<file path="config.mk">
export PLATFORM = sky130hd
export DESIGN_NAME = mac_dot_seq_flat
export DESIGN_NICKNAME = d
export VERILOG_FILES = /design/src/rtl/mac_dot_seq_if.sv /design/src/rtl/mac_dot_seq.sv /design/src/flat_wrapper.sv
export SDC_FILE = /design/constraint.sdc
export NUM_CORES = 1
export LEC_CHECK = 0
export ABC_AREA = 1
export CORE_AREA = 2 2 120 122
export CTS_CLUSTER_SIZE = 28
export DETAILED_ROUTE_END_ITERATION = 7
export DIE_AREA = 0 0 122 124
export PLACE_DENSITY = 0.87
export SYNTH_ARGS = -nofsm -noshare
export SYNTH_HDL_FRONTEND = slang
export SYNTH_SLANG_ARGS = --single-unit
</file>
<file path="constraint.sdc">
create_clock -name clk -period 7.55 [get_ports clk]
set_input_delay 2.265 -clock clk [delete_from_list [all_inputs] [get_ports clk]]
set_output_delay 2.265 -clock clk [all_outputs]
set_load 0.01 [all_outputs]
</file>
<file path="src/rtl/mac_dot_seq_if.sv">
// ---------------------------------------------------------------------------
// mac_dot_seq_if
//
// Purpose : bundles every non-clock/reset signal of the dot-product
//           sequencer. This covers the job handshake, the two operand-RAM
//           read ports, the MAC operand/control side and the result port.
//
// Modports:
//   master - the sequencer's view (drives rd_en/addresses, MAC operands and
//            controls, busy/result/result_valid).
//   slave  - the environment's view (control FSM, operand RAMs and the MAC
//            unit): drives start/len/bases, RAM read data and mac_psum.
//
// Signal summary:
//   start, len, a_base, b_base   job request and its parameters
//   rd_en, a_addr, b_addr        read strobe/addresses to both RAMs
//   a_rdata, b_rdata             RAM data, valid the cycle after rd_en
//   mac_a, mac_b                 MAC operands
//   mac_clear, mac_next          MAC accumulator clear / accumulate enable
//   mac_psum                     MAC accumulator value (65 bit)
//   busy, result, result_valid   job status and captured dot product
// ---------------------------------------------------------------------------
interface mac_dot_seq_if #(
    parameter int ADDR_W = 8,
    parameter int LEN_W  = 9
);
    logic              start;
    logic [LEN_W-1:0]  len;
    logic [ADDR_W-1:0] a_base;
    logic [ADDR_W-1:0] b_base;

    logic              rd_en;
    logic [ADDR_W-1:0] a_addr;
    logic [ADDR_W-1:0] b_addr;
    logic [31:0]       a_rdata;
    logic [31:0]       b_rdata;

    logic [31:0]       mac_a;
    logic [31:0]       mac_b;
    logic              mac_clear;
    logic              mac_next;
    logic [64:0]       mac_psum;

    logic              busy;
    logic [64:0]       result;
    logic              result_valid;

    modport master (
        input  start, len, a_base, b_base,
        input  a_rdata, b_rdata, mac_psum,
        output rd_en, a_addr, b_addr,
        output mac_a, mac_b, mac_clear, mac_next,
        output busy, result, result_valid
    );

    modport slave (
        output start, len, a_base, b_base,
        output a_rdata, b_rdata, mac_psum,
        input  rd_en, a_addr, b_addr,
        input  mac_a, mac_b, mac_clear, mac_next,
        input  busy, result, result_valid
    );
endinterface

</file>
<file path="src/rtl/mac_dot_seq.sv">
// ---------------------------------------------------------------------------
// mac_dot_seq
//
// Purpose : dot-product sequencer in front of a 32x32 multiply-accumulate
//           unit. When a job starts, it does the following:
//             - streams N operand pairs out of two synchronous RAMs;
//             - feeds each pair to the MAC;
//             - clears the accumulator at job start;
//             - times mac_next to the MAC's two-stage operand/multiply
//               pipeline;
//             - captures the final 65-bit mac_psum as the job result.
//
// Ports:
//   clk    in  clock, all state changes on the rising edge
//   reset  in  asynchronous, active-high reset; aborts any job in flight
//   bus    master modport of mac_dot_seq_if (handshake, RAM, MAC, result)
//
// Cycle timeline, start sampled in cycle 0 (N > 0):
//   rd_en       cycles 1..N
//   mac_a/b     cycles 2..N+1   (RAM output, forced to 0 when not valid)
//   mac_next    cycles 4..N+3
//   CAPTURE     cycle  N+4,  result_valid in cycle N+5
//   busy        cycles 1..N+4
// For N = 0 the sequence is:
//   cycle 1  mac_clear pulses (FLUSH);
//   cycle 2  CAPTURE;
//   cycle 3  result_valid.
// ---------------------------------------------------------------------------
module mac_dot_seq #(
    parameter int ADDR_W = 8,
    parameter int LEN_W  = 9
) (
    input  logic          clk,
    input  logic          reset,
    mac_dot_seq_if.master bus
);

    // -----------------------------------------------------------------------
    // FSM encoding
    // -----------------------------------------------------------------------
    localparam logic [2:0] S_IDLE    = 3'd0;
    localparam logic [2:0] S_ISSUE   = 3'd1;
    localparam logic [2:0] S_DRAIN   = 3'd2;
    localparam logic [2:0] S_FLUSH   = 3'd3;
    localparam logic [2:0] S_CAPTURE = 3'd4;

    // Largest legal job: one pass over the whole operand RAM.
    localparam int              DEPTH   = 1 << ADDR_W;
    localparam logic [LEN_W-1:0] LEN_MAX = LEN_W'(DEPTH);

    // DRAIN lasts three cycles; the counter is loaded with 2 and
    // counts down to 0.
    localparam logic [1:0] DRAIN_LOAD = 2'd2;

    // -----------------------------------------------------------------------
    // State
    // -----------------------------------------------------------------------
    logic [2:0]        state_q,  state_d;
    logic [LEN_W-1:0]  remain_q, remain_d;   // issues still to perform
    logic [ADDR_W-1:0] a_addr_q, a_addr_d;
    logic [ADDR_W-1:0] b_addr_q, b_addr_d;
    logic              first_q,  first_d;    // first ISSUE cycle of the job
    logic [1:0]        drain_q,  drain_d;

    // rd_pipe_q[k] is rd_en delayed by k+1 cycles. Each tap has one role:
    //   tap 0 - the RAM data is valid this cycle;
    //   tap 1 - the operands sit in the MAC operand register;
    //   tap 2 - the product sits in the multiplier register, so this
    //           tap drives mac_next.
    logic [2:0]        rd_pipe_q, rd_pipe_d;

    logic [64:0]       result_q,       result_d;
    logic              result_valid_q, result_valid_d;

    // -----------------------------------------------------------------------
    // Decoded controls
    // -----------------------------------------------------------------------
    logic              rd_en_w;
    logic              clear_w;
    logic [LEN_W-1:0]  len_clamped;

    assign len_clamped = (bus.len > LEN_MAX) ? LEN_MAX : bus.len;

    assign rd_en_w = (state_q == S_ISSUE);

    // The accumulator is cleared in the first ISSUE cycle. The first
    // mac_next comes three cycles later, so the clear always lands
    // before any accumulation. FLUSH gives the same clear to empty jobs.
    assign clear_w = (state_q == S_FLUSH) || ((state_q == S_ISSUE) && first_q);

    // -----------------------------------------------------------------------
    // Next-state logic
    // -----------------------------------------------------------------------
    always_comb begin
        state_d        = state_q;
        remain_d       = remain_q;
        a_addr_d       = a_addr_q;
        b_addr_d       = b_addr_q;
        first_d        = first_q;
        drain_d        = drain_q;
        result_d       = result_q;
        result_valid_d = 1'b0;
        rd_pipe_d      = {rd_pipe_q[1:0], rd_en_w};

        case (state_q)
            S_IDLE: begin
                if (bus.start) begin
                    a_addr_d = bus.a_base;
                    b_addr_d = bus.b_base;
                    first_d  = 1'b1;
                    remain_d = len_clamped;
                    if (len_clamped == '0) begin
                        state_d = S_FLUSH;
                    end else begin
                        state_d = S_ISSUE;
                    end
                end
            end

            S_ISSUE: begin
                first_d = 1'b0;
                if (remain_q == LEN_W'(1)) begin
                    state_d  = S_DRAIN;
                    drain_d  = DRAIN_LOAD;
                    remain_d = '0;
                end else begin
                    remain_d = remain_q - LEN_W'(1);
                    // Addresses wrap naturally at 2^ADDR_W.
                    a_addr_d = a_addr_q + ADDR_W'(1);
                    b_addr_d = b_addr_q + ADDR_W'(1);
                end
            end

            S_DRAIN: begin
                // Covers the operand register, the multiplier register and
                // the final accumulate, so mac_psum is final in CAPTURE.
                if (drain_q == 2'd0) begin
                    state_d = S_CAPTURE;
                end else begin
                    drain_d = drain_q - 2'd1;
                end
            end

            S_FLUSH: begin
                first_d = 1'b0;
                state_d = S_CAPTURE;
            end

            S_CAPTURE: begin
                result_d       = bus.mac_psum;
                result_valid_d = 1'b1;
                state_d        = S_IDLE;
            end

            default: begin
                state_d = S_IDLE;
            end
        endcase
    end

    // -----------------------------------------------------------------------
    // Registers
    // -----------------------------------------------------------------------
    always_ff @(posedge clk or posedge reset) begin
        if (reset) begin
            state_q        <= S_IDLE;
            remain_q       <= '0;
            a_addr_q       <= '0;
            b_addr_q       <= '0;
            first_q        <= 1'b0;
            drain_q        <= 2'd0;
            rd_pipe_q      <= '0;
            result_q       <= '0;
            result_valid_q <= 1'b0;
        end else begin
            state_q        <= state_d;
            remain_q       <= remain_d;
            a_addr_q       <= a_addr_d;
            b_addr_q       <= b_addr_d;
            first_q        <= first_d;
            drain_q        <= drain_d;
            rd_pipe_q      <= rd_pipe_d;
            result_q       <= result_d;
            result_valid_q <= result_valid_d;
        end
    end

    // -----------------------------------------------------------------------
    // Outputs
    // -----------------------------------------------------------------------
    assign bus.rd_en        = rd_en_w;
    assign bus.a_addr       = a_addr_q;
    assign bus.b_addr       = b_addr_q;

    // The RAM output register is the pipeline stage here. The data is
    // gated so that stale RAM output never reaches the MAC.
    assign bus.mac_a        = rd_pipe_q[0] ? bus.a_rdata : 32'd0;
    assign bus.mac_b        = rd_pipe_q[0] ? bus.b_rdata : 32'd0;

    assign bus.mac_clear    = clear_w;
    assign bus.mac_next     = rd_pipe_q[2];

    assign bus.busy         = (state_q != S_IDLE);
    assign bus.result       = result_q;
    assign bus.result_valid = result_valid_q;

endmodule

</file>
<file path="src/flat_wrapper.sv">
// flat-port wrapper written by rule: the top's interface ports become plain ports
module mac_dot_seq_flat 
#(
    parameter int ADDR_W = 8,
    parameter int LEN_W  = 9
)
  (clk, reset, bus_start, bus_len, bus_a_base, bus_b_base, bus_a_rdata, bus_b_rdata, bus_mac_psum, bus_rd_en, bus_a_addr, bus_b_addr, bus_mac_a, bus_mac_b, bus_mac_clear, bus_mac_next, bus_busy, bus_result, bus_result_valid);
  mac_dot_seq_if #(.ADDR_W(ADDR_W), .LEN_W(LEN_W)) bus_i ();
  input  logic clk;
  input  logic reset;
  input wire logic [$bits(bus_i.start)-1:0] bus_start;
  input wire logic [$bits(bus_i.len)-1:0] bus_len;
  input wire logic [$bits(bus_i.a_base)-1:0] bus_a_base;
  input wire logic [$bits(bus_i.b_base)-1:0] bus_b_base;
  input wire logic [$bits(bus_i.a_rdata)-1:0] bus_a_rdata;
  input wire logic [$bits(bus_i.b_rdata)-1:0] bus_b_rdata;
  input wire logic [$bits(bus_i.mac_psum)-1:0] bus_mac_psum;
  output wire logic [$bits(bus_i.rd_en)-1:0] bus_rd_en;
  output wire logic [$bits(bus_i.a_addr)-1:0] bus_a_addr;
  output wire logic [$bits(bus_i.b_addr)-1:0] bus_b_addr;
  output wire logic [$bits(bus_i.mac_a)-1:0] bus_mac_a;
  output wire logic [$bits(bus_i.mac_b)-1:0] bus_mac_b;
  output wire logic [$bits(bus_i.mac_clear)-1:0] bus_mac_clear;
  output wire logic [$bits(bus_i.mac_next)-1:0] bus_mac_next;
  output wire logic [$bits(bus_i.busy)-1:0] bus_busy;
  output wire logic [$bits(bus_i.result)-1:0] bus_result;
  output wire logic [$bits(bus_i.result_valid)-1:0] bus_result_valid;
  assign bus_i.start = bus_start;
  assign bus_i.len = bus_len;
  assign bus_i.a_base = bus_a_base;
  assign bus_i.b_base = bus_b_base;
  assign bus_i.a_rdata = bus_a_rdata;
  assign bus_i.b_rdata = bus_b_rdata;
  assign bus_i.mac_psum = bus_mac_psum;
  assign bus_rd_en = bus_i.rd_en;
  assign bus_a_addr = bus_i.a_addr;
  assign bus_b_addr = bus_i.b_addr;
  assign bus_mac_a = bus_i.mac_a;
  assign bus_mac_b = bus_i.mac_b;
  assign bus_mac_clear = bus_i.mac_clear;
  assign bus_mac_next = bus_i.mac_next;
  assign bus_busy = bus_i.busy;
  assign bus_result = bus_i.result;
  assign bus_result_valid = bus_i.result_valid;
  mac_dot_seq #(.ADDR_W(ADDR_W), .LEN_W(LEN_W)) u_core (.clk(clk), .reset(reset), .bus(bus_i));
endmodule
</file>
==> impl_metrics.toml <==
[outcome]
status = "complete, no violations"

[floorplanning]
io_pins = 307
die-height_um = 124
die-area_sq_um = 15130
initial_core_util_pct = 38.47
core_area_sq_um = 13720
die_w_um = 122
row_count = 43

[clocking]
tritoncts = "done"
cts_buffers = 9
cts_setup_buffers = 0
clk_pin_slew_worst_paths_ns = 0.07
ctsHoldBuffers = 0
cts-resized-gates = 0
cts_sinks = 100
clock_path_buffers = 2
htreeDepth = 3
clk_latency_ns = 0.34
cts_root_buf = "clkbuf_16"

[placed_design]
io_buffers = 306
gp_congestion = 0.8120
hpwl_um = 13160
pre_cts_slack_ns = 1.820
dp_cells = 1219

[critical_path]
cp_common_cell = "clkdlybuf4s50_1"
worst-setup-path-type = "in -> out"
worstSetupEndpointType = "output port"
cp_slowest_cell = "clkdlybuf4s50_1"
cp.arrival_ns = 3.46
r2r_start = "u_core.state_q[2]"
reg2reg_setup_slack_ns = 5.19
startpoint = "bus_a_rdata[29]"
path_max_fanout = 1
cp-endpoint = "bus_mac_a[29]"
crit_chain = "clkdlybuf4s50_1 > nand2_1 > inv_1 > clkdlybuf4s50_1"
worstSetupStartpointType = "input port"
crit_required_ns = 5.29
worst_path_largest_cell_delay_ns = 0.57
worst_r2r_endpoint = "u_core.remain_q[6]"
r2r_cells = 7

[synth]
synth_fp_nets = 922
seq_area_frac_synth_pct = 47.42
synth.distinct_cells = 29
avgSynthCellArea_sq_um = 6.944
synth-warning-count = 0
ys_ff_latch = 100
syn_area_sq_um = 5278
synth_cells = 760

[sta]
max_freq_ghz = 0.1747
hold_violations = 0
setup_viol = 0
setup_tns_ns = 0
period_needed_ns = 5.723
fin_ws_ns = 1.827
max_slew.worst_pin.slew_ns = 1.016
fin_skew_ns = 0.007353
finalMaxSlewViolations = 0
min_period_over_period_pct = 75.80
relSlewSlack_pct = 32.26
rsz0062_at_grt = "false"

[final_layout]
final_util_pct = 63.35
register_area_sq_um = 2504
multiInputGateArea_sq_um = 2163
fillers = 1180
drive_gt1_share_pct = 4.455
fin_cells = 1236
fin_nets = 1212
area_delta_synth_final_pct = 64.68

[grt]
track_usage_pct = 21.94
grt_remaining_overflow = 0
grt_pass1_vias = 5170
grt_pass1_wl_um = 26130
grt_start_max_net_pins = 67
antenna_found_initial = 1

[worst_hold_path]
hold_class = "reg -> reg"

[drt]
wl_um = 17370
firstDrtPassIters = 4
drt-met1-wl_um = 6853
ant_nets = 0
dr.max_layer_used = "met4"
avgViaCountPerCell = 4.439
num_vias = 5486
detail_route.wl_per_cell_um = 14.05
drc = 0
dr_wl_met3_um = 1801
drt_iter0_markers = 316
dr_wl_met2_um = 8482

[power_and_ir_drop]
p_sw_share_pct = 41.73
power_leakage_nw = 4.629
vdd_drop_max_mv = 0.2019
clkPwrFrac_pct = 13.8
p_int_mw = 1.915
switchingPower_mw = 1.371
pwr_density_cell_nw_per_um2 = 378.1
seqPwrFrac_pct = 31.2
pwr-share-comb_pct = 55.0

[job]
maxCapViolCount = 0
## Yosys cell counts, drive strengths merged
| master | count | area [sq um] |
|---|---|---|
| a21boi | 1 | 7.510 |
| a21oi | 2 | 13.76 |
| and2 | 1 | 6.260 |
| buf | 24 | 178.9 |
| clkbuf | 6 | 22.52 |
| dfrtp | 100 | 2502 |
| ha | 5 | 62.56 |
| inv | 110 | 412.9 |
| nand2 | 430 | 1632 |
| nand3 | 24 | 125.1 |
| nand4 | 7 | 43.79 |
| nor2 | 24 | 105.1 |
| nor3 | 2 | 10.01 |
| o21a | 1 | 7.510 |
| o21ai | 20 | 126.4 |
| or2 | 2 | 12.51 |
| xnor2 | 1 | 8.760 |
## critical path: cells and delay by family
family / cells / cell delay (ns)
buffers and inverters: 3 / 1.13
AND/OR/NAND/NOR: 1 / 0.05
## sequential cells by signal (all words and copies together) (netlist names)
register                 flops
u_core.first_q               1
u_core.remain_q              9
u_core.bus.b_addr            8
u_core.bus.result_valid      1
u_core.bus.a_addr            8
u_core.bus.result           65
u_core.state_q               3
u_core.rd_pipe_q             3
u_core.drain_q               2
## per-layer routing
metal | up-vias | global-route usage (%)
met1 | 2456 | 26.35
met3 | 18 | 9.066
met4 | 0 | 5.101
li1 | 2813 | -
met5 | - | 0
met2 | 199 | 36.87
## through the flow
step | area (sq um) | hold slack [ns] | total power [mW]
2_1_floorplan | 5278 | 0.3312 | 1.973
3_3_place_gp | 8393 | 0.3319 | 2.793
3_5_place_dp | 8393 | 0.3358 | 2.845
4_1_cts | 8688 | 0.3529 | 3.317
5_1_grt | 8688 | 0.3620 | 3.570
6_report | 8691 | 0.3486 | 3.286
## cell type report
| cell class | instances | area share (%) |
|---|---|---|
| antenna | 1 | 0.02879 |
| multi-input combinational | 520 | 24.89 |
| clock buffer | 9 | 2.591 |
| sequential | 100 | 28.81 |
| tap | 180 | 2.591 |
| timing repair buffer | 309 | 35.50 |
| clock inverter | 7 | 0.8062 |
| inverter | 110 | 4.780 |
## power groups by stage
| stage | clock network (mW) | registers, mW | logic [mW] |
|---|---|---|---|
| detailed placement | 0 | 1.03 | 1.82 |
| finish | 0.454 | 1.02 | 1.81 |
| CTS | 0.467 | 1.02 | 1.83 |
| floorplan | 0 | 1.08 | 0.896 |
| global placement | 0 | 1.02 | 1.78 |
| global route | 0.492 | 1.06 | 2.02 |
## layout by cell type (no fill, tap or decap)
master / count
clkbuf_16: 9
clkinv_8: 1
inv_2: 5
ha_1: 5
nor2_1: 20
o21a_1: 1
a21boi_1: 1
clkinv_2: 1
inv_4: 1
nor2_2: 3
dfrtp_2: 1
inv_1: 104
nand3_2: 1
nand3_1: 23
xnor2_1: 1
o21ai_0: 10
inv_6: 1
diode_2: 1
nor3_1: 2
inv_8: 2
nand2_2: 5
and2_1: 1
buf_4: 3
nand2_4: 1
a21oi_1: 1
clkinv_4: 2
a21oi_2: 1
nor2_4: 1
or2_2: 2
o21ai_1: 3
o21ai_2: 7
clkdlybuf4s50_1: 306
dfrtp_1: 99
nand4_1: 7
nand2_1: 424
## kinds of logic (layout without fill, tap and decap cells)
kind of cell,Yosys count,after routing,synth area share (%)
flops,100,100,47.42
fa+ha+maj,5,5,1.185
buf+inv,140,435,11.64
simple gates,490,490,36.65
compound gates,24,24,2.940
other cells,0,1,0
xor+xnor,1,1,0.1660
## how the worst min path moves through the flow
stage | start | slack [ns] | cells past startpoint | to
floorplan | u_core.rd_pipe_q[1] | 0.33 | 0 | u_core.rd_pipe_q[2]
global placement | u_core.rd_pipe_q[1] | 0.33 | 0 | u_core.rd_pipe_q[2]
detailed placement | u_core.rd_pipe_q[1] | 0.34 | 0 | u_core.rd_pipe_q[2]
CTS | u_core.rd_pipe_q[1] | 0.35 | 0 | u_core.rd_pipe_q[2]
global route | u_core.rd_pipe_q[1] | 0.36 | 0 | u_core.rd_pipe_q[2]
finish | u_core.rd_pipe_q[1] | 0.35 | 0 | u_core.rd_pipe_q[2]
Power figures use the tool's default switching activity.
